**src/rtl/eth_header_arbiter.sv**
```systemverilog
// Round-robin arbiter sharing one registered Ethernet header output among NUM_REQ sources.
// Define ETH_HDR_ARB_FIXED_PRIO_EN for fixed lowest-index-first priority instead of round-robin.
module eth_header_arbiter #(
    parameter int NUM_REQ = 2,
    parameter int IDX_W   = ($clog2(NUM_REQ) > 0) ? $clog2(NUM_REQ) : 1
) (
    input  logic                    clk,
    input  logic                    sync_rst,
    input  logic [NUM_REQ-1:0]      in_valid,
    output logic [NUM_REQ-1:0]      in_ready,
    input  logic [NUM_REQ*48-1:0]   in_src_mac,
    input  logic [NUM_REQ*48-1:0]   in_dest_mac,
    input  logic [NUM_REQ*16-1:0]   in_eth_type,
    output logic                    out_valid,
    input  logic                    out_ready,
    output logic [47:0]             out_src_mac,
    output logic [47:0]             out_dest_mac,
    output logic [15:0]             out_eth_type,
    output logic [IDX_W-1:0]        out_grant_idx
);

    localparam logic [0:0] ST_IDLE = 1'b0;
    localparam logic [0:0] ST_HOLD = 1'b1;

    logic [0:0]       state;
    logic [IDX_W-1:0] rr_ptr;
    logic [IDX_W-1:0] winner;
    logic             found;
    logic             can_accept;
    logic             accept;

    assign can_accept = (state == ST_IDLE) || (out_ready && (state == ST_HOLD));
    assign accept     = can_accept && found && !sync_rst;
    assign out_valid  = (state == ST_HOLD);

    // Search starts at rr_ptr and wraps; fixed-priority builds pin rr_ptr to 0.
    always_comb begin
        int unsigned idx;
        found  = 1'b0;
        winner = '0;
        for (int unsigned k = 0; k < NUM_REQ; k++) begin
            idx = int'(rr_ptr) + k;
            if (idx >= NUM_REQ) idx = idx - NUM_REQ;
            if (!found && in_valid[idx]) begin
                found  = 1'b1;
                winner = IDX_W'(idx);
            end
        end
    end

    always_comb begin
        in_ready = '0;
        for (int unsigned i = 0; i < NUM_REQ; i++) begin
            in_ready[i] = accept && (winner == IDX_W'(i));
        end
    end

`ifdef ETH_HDR_ARB_FIXED_PRIO_EN
    assign rr_ptr = '0;
`else
    logic [IDX_W-1:0] rr_next;

    assign rr_next = (winner == IDX_W'(NUM_REQ - 1)) ? '0 : IDX_W'(winner + 1'b1);

    always_ff @(posedge clk) begin
        if (sync_rst) begin
            rr_ptr <= '0;
        end else if (accept) begin
            rr_ptr <= rr_next;
        end
    end
`endif

    always_ff @(posedge clk) begin
        if (sync_rst) begin
            state         <= ST_IDLE;
            out_src_mac   <= '0;
            out_dest_mac  <= '0;
            out_eth_type  <= '0;
            out_grant_idx <= '0;
        end else if (accept) begin
            state         <= ST_HOLD;
            out_src_mac   <= in_src_mac[int'(winner)*48 +: 48];
            out_dest_mac  <= in_dest_mac[int'(winner)*48 +: 48];
            out_eth_type  <= in_eth_type[int'(winner)*16 +: 16];
            out_grant_idx <= winner;
        end else if ((state == ST_HOLD) && out_ready) begin
            state <= ST_IDLE;
        end
    end

endmodule

```
**config.mk**
```make
export PLATFORM = sky130hd
export DESIGN_NAME = eth_header_arbiter
export DESIGN_NICKNAME = d
export VERILOG_FILES = /design/src/rtl/eth_header_arbiter.sv
export SDC_FILE = /design/constraint.sdc
export NUM_CORES = 1
export LEC_CHECK = 0
export ABC_AREA = 1
export CAP_MARGIN = 20
export CORE_ASPECT_RATIO = 0.7
export CORE_MARGIN = 5
export CORE_UTILIZATION = 40
export CTS_CLUSTER_SIZE = 24
export DETAILED_ROUTE_END_ITERATION = 10
export GPL_ROUTABILITY_DRIVEN = 1
export MAX_ROUTING_LAYER = met4
export PLACE_DENSITY = 0.83
export REMOVE_ABC_BUFFERS = 1
export SLEW_MARGIN = 15
export SYNTH_ARGS = -nofsm -noshare
export SYNTH_HDL_FRONTEND = slang
export SYNTH_SLANG_ARGS = --single-unit
```
**constraint.sdc**
```tcl
create_clock -name clk -period 4.15 [get_ports clk]
set_clock_uncertainty 0.05 [all_clocks]
set_input_delay 0.83 -clock clk [delete_from_list [all_inputs] [get_ports clk]]
set_output_delay 0.83 -clock clk [all_outputs]
set_load 0.1 [all_outputs]
```
==> impl_metrics.csv, run 1 <==
group,metric,value,unit
run_status,status,"completed",
timing,finalCritPeriodShare,72.6,%
logic_synthesis,synth_xor_area_share,0,%
global_route,gr-total-overflow,0,
floorplan,start_util,40.4,%
worst_setup_path,crit_required,3.27,ns
clock_network,cts-root-buf,"clkbuf_16",
run,drv_cap,0,
logic_synthesis,synth_cell_type_count,14,
final_layout,fill_cells,1196,
logic_synthesis,synth_area_per_cell,6.35,sq um
global_route,antenna_found_initial,0,
global_route,grt_first_pass_wirelength,31600,um
final_layout,final_common_cell,"nand2_1",
logic_synthesis,synthMuxAreaShare,0,%
floorplan,die_x,151,um
timing,finalCriticalPeriod,3.01,ns
floorplan,ioPinCount,345,
placement,io_buffers,344,
final_layout,num_antenna_cells,0,
logic_synthesis,synth_top_family_by_area,"simple AND/OR/NAND/NOR gates",
final_layout,drive_above_1_share,4.52,%
worst_setup_path,cp-end-kind,"primary output",
detailed_routing,num_vias,6698,
floorplan,die_height,109,um
logic_synthesis,synth.cell_area,5590,sq um
detailed_routing,first_iter_violations,370,
placement,gp_congestion,0.821,
clock_network,clock_path_buffers,2,
floorplan,rows,36,
detailed_routing,drcViolationCount,0,
logic_synthesis,synth_compound_area_share,10.3,%
detailed_routing,ant_nets,0,
power,p_leak,4.01,nW
clock_network,cts_num_sinks,115,
timing,setup_violations,0,
floorplan,dieArea,16500,sq um
detailed_routing,wl,21500,um
placement,pre_cts_ws,1.15,ns
timing,fmax,332,MHz
worst_hold_path,hp-class,"flip-flop to flip-flop",
final_layout,finalNetCount,1410,
clock_network,clkLatencyLatePin,0.40,ns
clock_network,htreeDepth,4,
detailed_routing,avgRoutedWirePerCell,15.5,um
clock_network,cts_tree,"yes",
final_layout,final_cells,1384,
detailed_routing,vias_per_cell,4.84,
placement,dp_cells,1352,
final_layout,mostFrequentLayoutCells,"454 x nand2_1, 340 x clkdlybuf4s50_1, 115 x dfxtp_1, 114 x a21oi_1, 112 x nand3_1",
logic_synthesis,yosys.area_share.simple,41.3,%
floorplan,coreArea,13800,sq um
clock_network,clk_pin_slew_worst_paths,0.05,ns
logic_synthesis,ys_warn_count,0,
power,powerDensity,398,nW/um^2
logic_synthesis,synth_seq_cells,115,
logic_synthesis,synthesis.instances,881,
power,irDropWorstVdd,0.283,mV
timing,rsz0062_at_grt,"false",
clock_network,post_cts_buffers,0,
placement,hpwl,15400,um
worst_setup_path,arrival,2.13,ns
clock_network,cts_buffers,17,
timing,relSlewSlack,30.1,%
timing,worst_slack,1.14,ns
worst_setup_path,path_max_fanout,7,
detailed_routing,dr.pass1.iters,4,
logic_synthesis,seq_area_frac_synth,41.2,%
final_layout,syn2layout_area_growth,71.5,%
clock_network,post_cts_resized,0,
timing,worst_pin_slew,1.05,ns
clock_network,holdBufCountCts,0,
worst_setup_path,critPathKind,"primary input to primary output",
logic_synthesis,synth-adder-area-share,0,%
global_route,track_usage,25.2,%
worst_setup_path,start_kind,"primary input",
power,p_total,3.81,mW
timing,hold_viol,0,
global_route,grt_pass1_vias,6186,
timing,final_max_slew_viol_count,0,
global_route,grt_max_degree,90,
[Yosys cell counts]
master / number / area share (%)
buf_4: 16 / 2.1
clkbuf_1: 16 / 1.1
o21ai_1: 1 / 0.089
nor2_4: 2 / 0.40
inv_1: 4 / 0.27
nand3b_2: 1 / 0.20
nand2_2: 1 / 0.11
nand2_1: 455 / 31
dfxtp_1: 115 / 41
buf_1: 7 / 0.47
a21oi_1: 114 / 10
inv_2: 2 / 0.13
nand3_1: 112 / 10
buf_2: 35 / 3.1
[report_power, final]
part / switching (mW) / internal [mW] / leakage (nW) / total (mW)
registers: 0.0331 / 1.17 / 0.941 / 1.21
clock network: 0.540 / 0.864 / 0.277 / 1.40
logic: 0.803 / 0.402 / 2.79 / 1.21
[per-layer routing]
metal  track usage (%)  share of wire (%)  vias to the layer above  routed length, um
met2              42.9                 50                      241              10800
met4              9.90                2.5                        0                541
met1              28.2                 39                     3000               8430
met5                 -                  0                        -                  0
li1                  -                  -                     3424                  -
met3              6.86                8.0                       33               1710
[area by class of cell]
cell class / instances / area (sq um) / share of cell area, %
Timing Repair Buffer: 355 / 3540 / 36.9
Clock inverter: 13 / 128 / 1.33
Multi-Input combinational cell: 686 / 2910 / 30.3
Tap cell: 190 / 238 / 2.48
Inverter: 6 / 22.5 / 0.235
Sequential cell: 115 / 2300 / 24.0
Clock buffer: 19 / 453 / 4.72
[stage by stage]
step | hold WS (ns) | util, % | TNS [ns] | instance area, sq um
after detailed placement | 0.404 | 65.1 | 0 | 9010
after global routing | 0.425 | 69.3 | 0 | 9590
after global placement | 0.401 | 65.1 | 0 | 9010
after floorplan | 0.385 | - | -58.48 | 5210
after CTS | 0.413 | 69.3 | 0 | 9590
final | 0.410 | 69.3 | 0 | 9590
[final timing paths]
kind,start,to,slack (ns),cells after the start
max,out_ready,in_ready[1],1.14,8
min,out_src_mac[32],out_src_mac[32],0.41,2
max reg2reg,out_valid,out_src_mac[44],2.13,6
min reg2reg,out_src_mac[32],out_src_mac[32],0.41,2
[cells by family (layout without fill, tap and decap cells)]
logic type	Yosys count	in the layout
AOI/OAI and AO/OA	115	115
and+or+nand+nor	571	571
DFF	115	115
buffers and inverters	80	393
[worst max-delay path: stages]
cell and delay [ns]:
clkdlybuf4s50_1 0.46, inv_1 0.04, nand2_1 0.13, nand2_1 0.12, nor2_4 0.17, nand2_1 0.10, inv_1 0.11, buf_12 0.18
[registers in the layout (all words and copies together), names as in the netlist]
| name | cells |
|---|---|
| out_dest_mac | 48 |
| out_eth_type | 16 |
| out_grant_idx | 1 |
| out_src_mac | 48 |
| out_valid | 1 |
| rr_ptr | 1 |
Power figures use the tool's default switching activity.
==> inputs of run 2 (changes only) <==
--- a/config.mk
+++ b/config.mk
@@ -9,12 +9,12 @@
 export CAP_MARGIN = 20
 export CORE_ASPECT_RATIO = 0.7
 export CORE_MARGIN = 5
-export CORE_UTILIZATION = 40
+export CORE_UTILIZATION = 38
 export CTS_CLUSTER_SIZE = 24
 export DETAILED_ROUTE_END_ITERATION = 10
 export GPL_ROUTABILITY_DRIVEN = 1
 export MAX_ROUTING_LAYER = met4
-export PLACE_DENSITY = 0.83
+export PLACE_DENSITY = 0.79
 export REMOVE_ABC_BUFFERS = 1
 export SLEW_MARGIN = 15
 export SYNTH_ARGS = -nofsm -noshare
==> constraint.sdc (replaced) <==
create_clock -name clk -period 3.1 [get_ports clk]
set_clock_uncertainty 0.05 [all_clocks]
set_input_delay 0.62 -clock clk [delete_from_list [all_inputs] [get_ports clk]]
set_output_delay 0.62 -clock clk [all_outputs]
set_load 0.1 [all_outputs]
==> run 2 against run 1 <==
- register-to-register slack worse by 0.71 ns
- cell count is 0.14% higher
- worst hold slack better by 0.0013 ns
- largest cell class unchanged
- die area is 4.8% higher
- critical path depth stayed put
- sequential share of layout area is 0.62 points higher
- worst setup slack worse by 0.54 ns
- routed wire length is 0.97% lower
- global-route usage is 1.3 points lower
- sequential power is 34% higher
- critical path type unchanged
- count of clock-buffer cells in the layout is 2 higher
- clock power is 34% higher
==> impl_metrics.csv, run 2 (synthesis gave the netlist of run 1 again) <==
group,metric,value,unit
power,irDropWorstVdd,0.329,mV
worst_setup_path,cp-end-kind,"primary output",
clock_network,holdBufCountCts,0,
run,drv_cap,0,
floorplan,die_height,111,um
floorplan,start_util,38.3,%
detailed_routing,dr.pass1.iters,5,
detailed_routing,drcViolationCount,0,
final_layout,drive_above_1_share,13.7,%
timing,hold_viol,0,
worst_hold_path,hp-class,"flip-flop to flip-flop",
worst_hold_path,worstHoldEndpoint,"out_dest_mac[40]",
timing,worst_pin_slew,0.645,ns
timing,rsz0062_at_grt,"false",
detailed_routing,first_iter_violations,501,
final_layout,finalNetCount,1408,
floorplan,die_x,155,um
worst_setup_path,r2r_cells,6,
global_route,gr-total-overflow,0,
timing,fin_tns_setup,0,ns
detailed_routing,avgRoutedWirePerCell,15.3,um
global_route,grt_max_degree,113,
worst_setup_path,path_cells,"clkdlybuf4s50_1 > inv_1 > nand2_1 > nand2_1 > nor2_4 > nand2_1 > inv_1 > buf_12",
final_layout,num_antenna_cells,0,
detailed_routing,num_vias,6668,
power,powerDensity,544,nW/um^2
clock_network,clk_pin_slew_worst_paths,0.05,ns
placement,pre_cts_ws,0.571,ns
placement,io_buffers,344,
clock_network,clock_path_buffers,2,
timing,relSlewSlack,57.0,%
clock_network,post_cts_buffers,0,
timing,finalCritPeriodShare,80.9,%
final_layout,regArea,2300,sq um
worst_hold_path,hold_depth,2,
run_status,status,"completed",
placement,dp_cells,1355,
final_layout,final_cells,1386,
global_route,grt_first_pass_wirelength,32400,um
worst_setup_path,path_max_fanout,4,
worst_setup_path,start_kind,"primary input",
worst_setup_path,arrival,1.84,ns
power,p_leak,4.23,nW
worst_setup_path,r2r_start,"out_valid",
worst_setup_path,crit_required,2.43,ns
worst_setup_path,crit_top_cell,"nand2_1",
clock_network,cts_buffers,17,
final_layout,stdcell_area,9350,sq um
timing,finalCriticalPeriod,2.51,ns
clock_network,clkLatencyLatePin,0.40,ns
clock_network,cts_num_sinks,115,
timing,fmax,399,MHz
worst_setup_path,critical_path_buf_inv_count,4,
power,p_total,5.08,mW
timing,setup_violations,0,
floorplan,rows,37,
final_layout,post-route-util,64.1,%
global_route,grt_pass1_vias,6106,
placement,hpwl,14800,um
worst_setup_path,r2r_setup_slack,1.42,ns
worst_setup_path,cp_slowest_stage_delay,0.45,ns
floorplan,dieArea,17300,sq um
final_layout,multiInputGateArea,2910,sq um
clock_network,cts_tree,"yes",
timing,final_max_slew_viol_count,0,
worst_setup_path,crit_family,"buffers and inverters",
floorplan,ioPinCount,345,
final_layout,final_common_cell,"nand2_1",
final_layout,top_regs,"out_dest_mac (48), out_src_mac (48), out_eth_type (16)",
final_layout,syn2layout_area_growth,67.2,%
timing,worst_slack,0.592,ns
detailed_routing,ant_nets,0,
final_layout,mostFrequentLayoutCells,"454 x nand2_1, 226 x clkdlybuf4s50_1, 120 x buf_4, 115 x dfxtp_1, 114 x a21oi_1",
timing,whs,0.412,ns
final_layout,fill_cells,1356,
placement,gp_congestion,0.854,
clock_network,htreeDepth,4,
worst_hold_path,worstHoldStart,"out_dest_mac[40]",
worst_setup_path,r2r_end,"out_eth_type[9]",
clock_network,cts-root-buf,"clkbuf_16",
global_route,antenna_found_initial,0,
detailed_routing,wl,21200,um
detailed_routing,vias_per_cell,4.81,
clock_network,post_cts_resized,0,
global_route,track_usage,23.8,%
worst_setup_path,slowest_stage,"clkdlybuf4s50_1",
floorplan,coreArea,14600,sq um
worst_setup_path,critPathKind,"primary input to primary output",
placement,place_area,8780,sq um
==> run 2: changes by cell type in the layout (fill, tap and decap cells not counted), sizes merged <==
cell           change
inv                -3
clkbuf             +2
bufinv             +1
buf              +112
clkdlybuf4s50    -114
clkinvlp           -1
==> run 2: worst max path at each step <==
stage,from,to,slack [ns],depth (start not counted)
final,out_ready,in_ready[0],0.59,8
after CTS,out_ready,in_ready[0],0.57,8
after floorplan,in_valid[0],in_ready[1],-2.34,5
after global placement,out_ready,in_ready[0],0.61,8
after detailed placement,out_ready,in_ready[0],0.57,8
after global routing,out_ready,in_ready[0],0.51,8
==> run 2: tightest hold or removal path, stage by stage (launching register included) <==
cell and delay [ns]:
dfxtp_1 0.30, nand2_1 0.06, a21oi_1 0.05
==> run 2: final cells by class <==
| type | count | area share (%) |
|---|---|---|
| clock buffer | 21 | 4.93 |
| clock inverter | 10 | 1.16 |
| inverter | 6 | 0.241 |
| multi-input combinational | 686 | 31.1 |
| sequential | 115 | 24.6 |
| tap | 195 | 2.61 |
| timing repair buffer | 353 | 35.3 |
==> run 2: power by group <==
group / internal, mW / total (mW) / switching, mW
Combinational: 0.516 / 1.59 / 1.07
Clock: 1.21 / 1.88 / 0.664
Sequential: 1.57 / 1.62 / 0.0475
==> run 2: layer usage <==
| metal | up-vias | GRT usage (%) | wire, um |
|---|---|---|---|
| met5 | - | - | 0 |
| met4 | 0 | 7.29 | 460 |
| met3 | 26 | 6.60 | 1830 |
| met2 | 239 | 40.0 | 10400 |
| met1 | 2996 | 27.8 | 8610 |
| li1 | 3407 | - | - |
